===== src/rtl/traffic_timer_pkg.sv =====
// Shared encodings and defaults for the traffic-light interval timer.
// Duration selects, the timer state enum and the reset-time durations live here
// so the FSM and the timer agree on one set of values.
package traffic_timer_pkg;

   // Duration select encoding used by both timeParameter and progSel.
   localparam logic [1:0] TP_BASE = 2'd0;
   localparam logic [1:0] TP_EXT  = 2'd1;
   localparam logic [1:0] TP_YEL  = 2'd2;
   localparam logic [1:0] TP_NONE = 2'd3;

   // Reset-time durations, in seconds.
   localparam int unsigned T_BASE_DEFAULT = 6;
   localparam int unsigned T_EXT_DEFAULT  = 3;
   localparam int unsigned T_YEL_DEFAULT  = 2;

   typedef enum logic [1:0] {
      IDLE  = 2'd0,
      COUNT = 2'd1,
      DONE  = 2'd2
   } timer_state_e;

   // Divider counter width; a divide-by-one still needs one bit of storage.
   function automatic int unsigned div_width(input int unsigned div);
      return (div > 1) ? $clog2(div) : 1;
   endfunction

endpackage


===== src/rtl/interval_timer_ctrl_tick_divider.sv =====
// tick_divider: free-running 0..TICK_DIV-1 counter with synchronous clear.
// tick is high during the cycle whose edge wraps the counter while enabled.
module tick_divider
   import traffic_timer_pkg::*;
#(
   parameter int unsigned TICK_DIV = 4
) (
   input  logic clk,
   input  logic reset,
   input  logic clear,
   input  logic en,
   output logic tick
);

   localparam int unsigned     DIV_W    = div_width(TICK_DIV);
   localparam logic [DIV_W-1:0] DIV_LAST = DIV_W'(TICK_DIV - 1);

   logic [DIV_W-1:0] div_q;
   logic [DIV_W-1:0] div_d;

   // Next divider value: clear dominates, otherwise advance and wrap when enabled.
   always_comb begin
      div_d = div_q;
      if (clear) begin
         div_d = '0;
      end else if (en) begin
         div_d = (div_q == DIV_LAST) ? '0 : div_q + DIV_W'(1);
      end
   end

   assign tick = en && !clear && (div_q == DIV_LAST);

   // Divider register.
   always_ff @(posedge clk or negedge reset) begin
      if (!reset) begin
         div_q <= '0;
      end else begin
         div_q <= div_d;
      end
   end

endmodule


===== src/rtl/interval_timer_ctrl.sv =====
// interval_timer_ctrl: programmable interval timer for the traffic-light FSM.
// Holds the base/extended/yellow durations, loads one on startTimer and counts
// it down in second ticks, returning a one-cycle expired pulse.
// Optional build macro TIMER_PAUSE_EN adds a hold input that freezes counting.
//
//   state | meaning
//   IDLE  | waiting for startTimer, remaining held at 0
//   COUNT | counting down, busy=1
//   DONE  | single cycle with expired=1, then back to IDLE
module interval_timer_ctrl
   import traffic_timer_pkg::*;
#(
   parameter int unsigned TICK_DIV   = 4,
   parameter int unsigned CNT_W      = 4,
   parameter int unsigned T_BASE_DEF = T_BASE_DEFAULT,
   parameter int unsigned T_EXT_DEF  = T_EXT_DEFAULT,
   parameter int unsigned T_YEL_DEF  = T_YEL_DEFAULT
) (
   input  logic             clk,
   input  logic             reset,
   input  logic             startTimer,
   input  logic [1:0]       timeParameter,
   input  logic             reprogram,
   input  logic [1:0]       progSel,
   input  logic [CNT_W-1:0] progValue,
`ifdef TIMER_PAUSE_EN
   input  logic             hold,
`endif
   output logic             expired,
   output logic             busy,
   output logic [CNT_W-1:0] remaining
);

   timer_state_e     state_q;
   timer_state_e     state_d;
   logic [CNT_W-1:0] remaining_q;
   logic [CNT_W-1:0] remaining_d;
   logic [CNT_W-1:0] dur_base_q;
   logic [CNT_W-1:0] dur_base_d;
   logic [CNT_W-1:0] dur_ext_q;
   logic [CNT_W-1:0] dur_ext_d;
   logic [CNT_W-1:0] dur_yel_q;
   logic [CNT_W-1:0] dur_yel_d;
   logic [CNT_W-1:0] sel_dur;
   logic             hold_active;
   logic             div_clear;
   logic             div_en;
   logic             tick;
   logic             last_tick;
   logic             prog_wr;

`ifdef TIMER_PAUSE_EN
   assign hold_active = hold;
`else
   assign hold_active = 1'b0;
`endif

   // The divider only runs in COUNT; any start restarts the second from zero.
   assign div_clear = startTimer || (state_q != COUNT);
   assign div_en    = (state_q == COUNT) && !hold_active;
   assign last_tick = tick && (remaining_q == CNT_W'(1));

   tick_divider #(
      .TICK_DIV (TICK_DIV)
   ) u_tick_divider (
      .clk   (clk),
      .reset (reset),
      .clear (div_clear),
      .en    (div_en),
      .tick  (tick)
   );

   // Duration selected by the request; reads the registered (pre-write) values.
   always_comb begin
      case (timeParameter)
         TP_EXT:  sel_dur = dur_ext_q;
         TP_YEL:  sel_dur = dur_yel_q;
         default: sel_dur = dur_base_q;
      endcase
   end

   // State register.
   always_ff @(posedge clk or negedge reset) begin
      if (!reset) begin
         state_q <= IDLE;
      end else begin
         state_q <= state_d;
      end
   end

   // Next state: a start always wins, including over the final tick.
   always_comb begin
      state_d = state_q;
      case (state_q)
         IDLE: begin
            if (startTimer) state_d = COUNT;
         end
         COUNT: begin
            if (startTimer)     state_d = COUNT;
            else if (last_tick) state_d = DONE;
         end
         DONE: begin
            state_d = startTimer ? COUNT : IDLE;
         end
         default: state_d = IDLE;
      endcase
   end

   // Outputs decoded from state; remaining is the live count.
   always_comb begin
      expired   = (state_q == DONE);
      busy      = (state_q == COUNT);
      remaining = remaining_q;
   end

   // Countdown: load on start, decrement on tick, zero outside COUNT.
   always_comb begin
      remaining_d = remaining_q;
      if (startTimer) begin
         remaining_d = sel_dur;
      end else if (state_q == COUNT) begin
         if (tick) remaining_d = remaining_q - CNT_W'(1);
      end else begin
         remaining_d = '0;
      end
   end

   // Countdown register.
   always_ff @(posedge clk or negedge reset) begin
      if (!reset) begin
         remaining_q <= '0;
      end else begin
         remaining_q <= remaining_d;
      end
   end

   // Duration writes; zero is rejected so every interval lasts at least a second.
   assign prog_wr = reprogram && (progSel != TP_NONE) && (progValue != '0);

   // Duration register next values from the write decode.
   always_comb begin
      dur_base_d = dur_base_q;
      dur_ext_d  = dur_ext_q;
      dur_yel_d  = dur_yel_q;
      if (prog_wr) begin
         case (progSel)
            TP_BASE: dur_base_d = progValue;
            TP_EXT:  dur_ext_d  = progValue;
            TP_YEL:  dur_yel_d  = progValue;
            default: ;
         endcase
      end
   end

   // Duration registers.
   always_ff @(posedge clk or negedge reset) begin
      if (!reset) begin
         dur_base_q <= CNT_W'(T_BASE_DEF);
         dur_ext_q  <= CNT_W'(T_EXT_DEF);
         dur_yel_q  <= CNT_W'(T_YEL_DEF);
      end else begin
         dur_base_q <= dur_base_d;
         dur_ext_q  <= dur_ext_d;
         dur_yel_q  <= dur_yel_d;
      end
   end

endmodule


===== config.mk =====
export PLATFORM = sky130hd
export DESIGN_NAME = interval_timer_ctrl
export DESIGN_NICKNAME = d
export VERILOG_FILES = /design/src/rtl/traffic_timer_pkg.sv /design/src/rtl/interval_timer_ctrl_tick_divider.sv /design/src/rtl/interval_timer_ctrl.sv
export SDC_FILE = /design/constraint.sdc
export NUM_CORES = 1
export LEC_CHECK = 0
export CAP_MARGIN = 20
export CELL_PAD_IN_SITES_DETAIL_PLACEMENT = 1
export CELL_PAD_IN_SITES_GLOBAL_PLACEMENT = 1
export CORE_MARGIN = 4
export CORE_UTILIZATION = 30
export DETAILED_ROUTE_END_ITERATION = 6
export PLACE_DENSITY = 0.71
export REMOVE_ABC_BUFFERS = 1
export SYNTH_ARGS = -nofsm -noshare
export SYNTH_HDL_FRONTEND = slang
export SYNTH_HIERARCHICAL = 1
export SYNTH_SLANG_ARGS = --single-unit

===== constraint.sdc =====
create_clock -name clk -period 2.7 [get_ports clk]
set_clock_uncertainty 0.15 [all_clocks]
set_input_delay 0.405 -clock clk [delete_from_list [all_inputs] [get_ports clk]]
set_output_delay 0.405 -clock clk [all_outputs]
set_load 0.02 [all_outputs]

==> impl_metrics.py, run 1 <==
metrics = {
    "run_status": {
        "status": "finished, final reports clean",
    },
    "power": {
        "power_uw": 739,
        "power_density_nw_per_um2": 558,
        "peakVddDrop_mv": 0.173,
        "power_leakage_uw": 0.000544,
    },
    "die": {
        "fp.coreArea_um2": 3360,
        "dieWidth_um": 67.3,
        "initial_core_util_pct": 31.3,
        "fp.dieH_um": 67.3,
        "io-pin-count": 18,
        "rows": 21,
        "design.die.area_um2": 4520,
    },
    "critical_path": {
        "critPathLaunchType": "flip-flop",
        "max_stage_delay_ns": 0.68,
        "crit_chain": "nor2b_1 > clkdlybuf4s50_1",
        "crit_path_end_kind": "output port",
        "crit_arrival_ns": 1.76,
        "worstPathRequired_ns": 2.14,
        "cp.buffers_inverters": 1,
        "path_class": "reg -> out",
        "cp_num_cells": 2,
        "critPathTopFamily": "buffers and inverters",
        "crit_slowest_cell": "clkdlybuf4s50_1",
        "r2r_cells": 6,
        "cp_max_fo": 6,
    },
    "global_route": {
        "grt_overflow": 0,
        "antenna_found_initial": 0,
        "grt_pass1_vias": 858,
        "grt_util_met1_pct": 15.8,
        "grt-busiest-layer": "met2",
        "grt_use_met3_pct": 2.50,
        "grt_pass1_wl_um": 4130,
        "track_usage_pct": 12.0,
        "grtUsageMet2_pct": 18.9,
        "grt_max_degree": 21,
    },
    "timing": {
        "maxSlewViolCount": 0,
        "layout_worst_path_cycle_share_pct": 85.9,
        "rsz0062_at_grt": "false",
        "fin_crit_ns": 2.32,
        "setup_viol": 0,
        "hold_ws_ns": 0.283,
        "relSlewSlack_pct": 74.3,
        "tns_ns": 0,
        "finalHoldViolCount": 0,
        "worstMarginPinSlew_ns": 0.383,
        "fmax_mhz": 431,
    },
    "logic_synthesis": {
        "synth_top_area_share_pct": 35.6,
        "synth_most_common_cell": "dfrtp_1",
        "synth_commonest_cells": "dfrtp_1, mux2_2, nor2_1",
        "yosysSeqAreaShare_pct": 48.1,
        "synth_edf_count": 0,
        "yosysWarningCount": 6,
        "synthFlopType": "dfrtp_1",
        "synth_top_area_cell": "dfrtp_1",
        "synthTopCellsByArea": "dfrtp_1, mux2_2, dfstp_2",
        "syn_area_um2": 1050,
        "yosysUniqueCellTypes": 25,
        "synth_cells": 88,
        "avgSynthCellArea_um2": 12.0,
        "async_flop_share_pct": 100,
        "ys_seq_elements": 20,
    },
    "drt": {
        "final_antenna_net_count": 0,
        "first_pass_iters": 4,
        "drt_wl_total_um": 2360,
        "vias": 785,
        "drc": 0,
        "routedWlPerCell_um": 15.0,
        "vias_per_cell": 5.00,
        "drt_iter0_markers": 26,
    },
    "clocking": {
        "clock_path_buffers": 2,
        "ctsHoldBuffers": 0,
        "post-cts-setup-buffers": 0,
        "postCtsResizedCells": 0,
        "cts_tree": "done",
        "numCtsBuffers": 3,
        "clock-sinks": 20,
        "insertion_delay_ns": 0.30,
        "path_clk_slew_ns": 0.11,
        "htreeDepth": 1,
        "cts-root-buf": "clkbuf_4",
    },
    "finish": {
        "drive_gt1_share_pct": 24.3,
        "postLayoutCellArea_um2": 1320,
        "synthToLayoutAreaGrowth_pct": 25.5,
        "diodes": 0,
        "layout.nets": 129,
    },
    "placement": {
        "dpl.hpwl_um": 1870,
        "finalWeightedCongestion": 0.843,
        "port_buffers": 17,
        "place_area_um2": 1300,
    },
    "worst_hold_path": {
        "hold_path_class": "in -> async",
    },
    "flow_run": {
        "drv_cap": 0,
    },
}
[cell type report]
| type | count | area, µm² |
|---|---|---|
| Multi-Input combinational cell | 63 | 528 |
| Inverter | 5 | 18.8 |
| Timing Repair Buffer | 19 | 185 |
| Tap cell | 46 | 57.6 |
| Fill cell | 401 | 2040 |
| Sequential cell | 20 | 507 |
| Clock buffer | 4 | 26.3 |
[through the flow]
stage	setup slack [ns]	std cells	util, %
global placement	0.295	153	38.5
detailed placement	0.232	153	38.5
finish	0.382	157	39.3
global route	0.267	157	39.3
CTS	0.375	157	39.3
floorplan	0.899	88	-
[cells in the final DEF (no fill, tap or decap), drive strengths merged, types with 3 or more instances in the layout]
cell type | Yosys | layout
dfrtp | 15 | 15
clkdlybuf4s50 | 0 | 17
inv | 5 | 5
clkbuf | 0 | 4
a21oi | 5 | 5
nand3 | 3 | 3
mux2 | 12 | 12
nand2 | 4 | 4
ha | 5 | 5
a221o | 4 | 4
dfstp | 5 | 5
nand2b | 5 | 5
nor2 | 8 | 8
[flip-flops by register name, summed over array words and instances, names as in the netlist]
| register | cells |
|---|---|
| dur_yel_q | 4 |
| dur_ext_q | 4 |
| state_q | 2 |
| u_tick_divider/div_q | 2 |
| dur_base_q | 4 |
| remaining | 4 |
[worst reg2reg max path, cell delays in order, from the launching register on]
cell,delay [ns]
dfrtp_1,0.45
nor3b_2,0.20
inv_1,0.16
nor2_1,0.14
or4b_1,0.55
a21oi_1,0.17
o21ai_1,0.07
[worst paths after layout]
path,from,endpoint,slack [ns]
worst min-delay path,reset,remaining[3],0.28
worst max register to register,state_q[0],remaining[3],0.72
min in group clk,dur_base_q[0],dur_base_q[0],0.37
max in group asynchronous,reset,dur_ext_q[0],1.84
worst min register to register,dur_base_q[0],dur_base_q[0],0.37
worst max-delay path,state_q[0],busy,0.38
[routing by layer]
layer | part of all wire (%) | vias up
met5 | 0 | -
met4 | 0.93 | 0
met3 | 4.4 | 4
met2 | 48 | 22
met1 | 47 | 386
li1 | - | 373
[power breakdown]
group,switching [µW],total (µW),internal (µW)
logic,88.4,194,106
clock network,88.0,146,57.5
registers,36.8,399,362
total,213,739,525
[logic make-up (layout without fill, tap and decap cells)]
group	count (synthesis)	after routing	share of synthesized area, %
simple gates	31	31	20.2
mux	13	13	13.8
fa+ha+maj	5	5	5.94
flops	20	20	48.1
compound gates	14	14	10.2
buf+inv	5	28	1.78
No activity file was read; power rests on OpenSTA's default activity.
==> inputs of run 2 (changes only) <==
- SYNTH_HIERARCHICAL: 1 -> unset
==> impl_metrics.py, run 2 <==
metrics = {
    "critical_path": {
        "path_class": "reg -> out",
        "crit_chain": "nor2b_1 > clkdlybuf4s50_1",
        "worstPathRequired_ns": 2.14,
        "max_stage_delay_ns": 0.61,
        "r2r_cells": 4,
        "critPathLaunchType": "flip-flop",
        "crit_slowest_cell": "clkdlybuf4s50_1",
        "cp_max_fo": 6,
        "crit_arrival_ns": 1.46,
        "crit_path_end_kind": "output port",
    },
    "clocking": {
        "path_clk_slew_ns": 0.11,
        "clock-sinks": 20,
        "ctsHoldBuffers": 0,
        "insertion_delay_ns": 0.30,
        "post-cts-setup-buffers": 0,
        "clock_path_buffers": 2,
        "htreeDepth": 1,
        "cts-root-buf": "clkbuf_4",
        "numCtsBuffers": 3,
        "cts_tree": "done",
        "postCtsResizedCells": 0,
    },
    "timing": {
        "relSlewSlack_pct": 72.8,
        "setup_viol": 0,
        "layout_setup_ws_ns": 0.682,
        "maxSlewViolCount": 0,
        "finalHoldViolCount": 0,
        "worstMarginPinSlew_ns": 0.405,
        "rsz0062_at_grt": "false",
        "tns_ns": 0,
        "fmax_mhz": 496,
        "layout_worst_path_cycle_share_pct": 74.7,
        "fin_crit_ns": 2.02,
    },
    "logic_synthesis": {
        "yosysSeqAreaShare_pct": 49.9,
        "syn_area_um2": 1020,
        "synth_commonest_cells": "dfrtp_1, mux2_2, nor2_1, dfstp_2, ha_1",
        "yosysWarningCount": 0,
        "ys_seq_elements": 20,
        "synth_most_common_cell": "dfrtp_1",
        "synthTopCellsByArea": "dfrtp_1, mux2_2, dfstp_2",
        "synth_top_area_cell": "dfrtp_1",
        "avgSynthCellArea_um2": 12.2,
        "synth_edf_count": 0,
        "synthFlopType": "dfrtp_1",
        "async_flop_share_pct": 100,
        "yosysUniqueCellTypes": 23,
        "synth_cells": 83,
        "synth_top_area_share_pct": 36.9,
    },
    "finish": {
        "final_common_cell": "clkdlybuf4s50_1",
        "diodes": 0,
        "layout.nets": 125,
        "synthToLayoutAreaGrowth_pct": 28.0,
        "mostFrequentLayoutCells": "clkdlybuf4s50_1, dfrtp_1, mux2_2",
        "fill_cells": 370,
        "drive_gt1_share_pct": 24.3,
    },
    "drt": {
        "routedWlPerCell_um": 13.7,
        "highest_layer": "met4",
        "final_antenna_net_count": 0,
        "vias_per_cell": 4.87,
        "drc": 0,
        "wl_met1_um": 907,
        "drt_wl_total_um": 2060,
        "vias": 736,
        "first_pass_iters": 2,
        "wl_met3_um": 143,
        "dr_wl_met2_um": 1000,
        "drt_iter0_markers": 14,
    },
    "die": {
        "design.die.area_um2": 4380,
        "fp.dieH_um": 66.2,
        "rows": 20,
        "fp.coreArea_um2": 3150,
        "io-pin-count": 18,
        "initial_core_util_pct": 32.2,
        "dieWidth_um": 66.2,
    },
    "power": {
        "power_leakage_uw": 0.000525,
        "peakVddDrop_mv": 0.275,
        "power_density_nw_per_um2": 593,
    },
    "global_route": {
        "grt_pass1_wl_um": 3560,
        "grt_overflow": 0,
        "antenna_found_initial": 0,
        "track_usage_pct": 10.5,
        "grt_pass1_vias": 744,
        "grt_max_degree": 21,
    },
    "placement": {
        "dpl.hpwl_um": 1610,
        "port_buffers": 17,
        "dp_worst_setup_slack_ns": 0.403,
        "finalWeightedCongestion": 0.799,
    },
    "flow_run": {
        "drv_cap": 0,
    },
    "worst_hold_path": {
        "hold_path_class": "in -> async",
    },
    "run_status": {
        "status": "finished, final reports clean",
    },
}
run 2: changes by cell type after synthesis, sizes merged:
cell | before | now
nor2b | 2 | 3
or3b | 1 | 0
a31o | 1 | 0
mux2i | 1 | 0
nor2 | 8 | 6
nand2b | 5 | 4
a21oi | 5 | 4
o41ai | 0 | 1
inv | 5 | 4
and2 | 0 | 1
run 2: final timing paths:
| check | startpoint | slack [ns] | to |
|---|---|---|---|
| max in group asynchronous | reset | 1.84 | dur_yel_q[1] |
| min in group clk | u_tick_divider.div_q[0] | 0.29 | u_tick_divider.div_q[0] |
| max | state_q[0] | 0.68 | busy |
| min | reset | 0.28 | state_q[1] |
| min reg2reg | u_tick_divider.div_q[0] | 0.29 | u_tick_divider.div_q[0] |
| max reg2reg | u_tick_divider.div_q[0] | 0.91 | remaining[3] |
run 2: stage by stage:
| step | instances | utilization (%) | hold slack (ns) | total power (µW) | area, µm² |
|---|---|---|---|---|---|
| floorplan | 83 | - | -0.0406 | 517 | 1020 |
| global placement | 147 | 40.1 | 0.272 | 604 | 1260 |
| detailed placement | 147 | 40.1 | 0.288 | 609 | 1260 |
| CTS | 151 | 41.2 | 0.287 | 786 | 1300 |
| global route | 151 | 41.2 | 0.285 | 819 | 1300 |
| finish | 151 | 41.2 | 0.282 | 771 | 1300 |
run 2: final cells by class:
| class | count | area [µm²] | area share [%] |
|---|---|---|---|
| Tap cell | 44 | 55.1 | 4.23 |
| Timing Repair Buffer | 20 | 193 | 14.8 |
| Sequential cell | 20 | 507 | 39.0 |
| Inverter | 4 | 15.0 | 1.15 |
| Multi-Input combinational cell | 59 | 494 | 38.0 |
| Clock buffer | 4 | 36.3 | 2.79 |
run 2: worst max-delay path: cells and delay by family (launching register included):
kind | cells | cell delay [ns]
buffers and inverters | 1 | 0.61
DFF | 1 | 0.42
and+or+nand+nor | 1 | 0.14
run 2: report_power, final:
group	switching, µW	internal [µW]	total [µW]
registers	41.8	364	406
clock network	89.5	82.2	172
logic	85.3	108	193
total	217	554	771
run 2: routing by layer:
metal | vias up | global-route usage [%]
met5 | - | 0
met4 | 0 | 2.28
met3 | 2 | 4.08
met2 | 19 | 17.2
met1 | 362 | 13.0
li1 | 353 | -
run 2: kinds of logic (layout without fill, tap and decap cells):
| logic type | Yosys count | after routing | synth area share, % |
|---|---|---|---|
| multiplexers | 12 | 12 | 13.3 |
| buffers and inverters | 4 | 28 | 1.48 |
| AND/OR/NAND/NOR | 29 | 29 | 19.5 |
| flip-flops | 20 | 20 | 49.9 |
| adder cells (fa/ha/maj) | 5 | 5 | 6.16 |
| AO/OA/AOI/OAI | 13 | 13 | 9.73 |
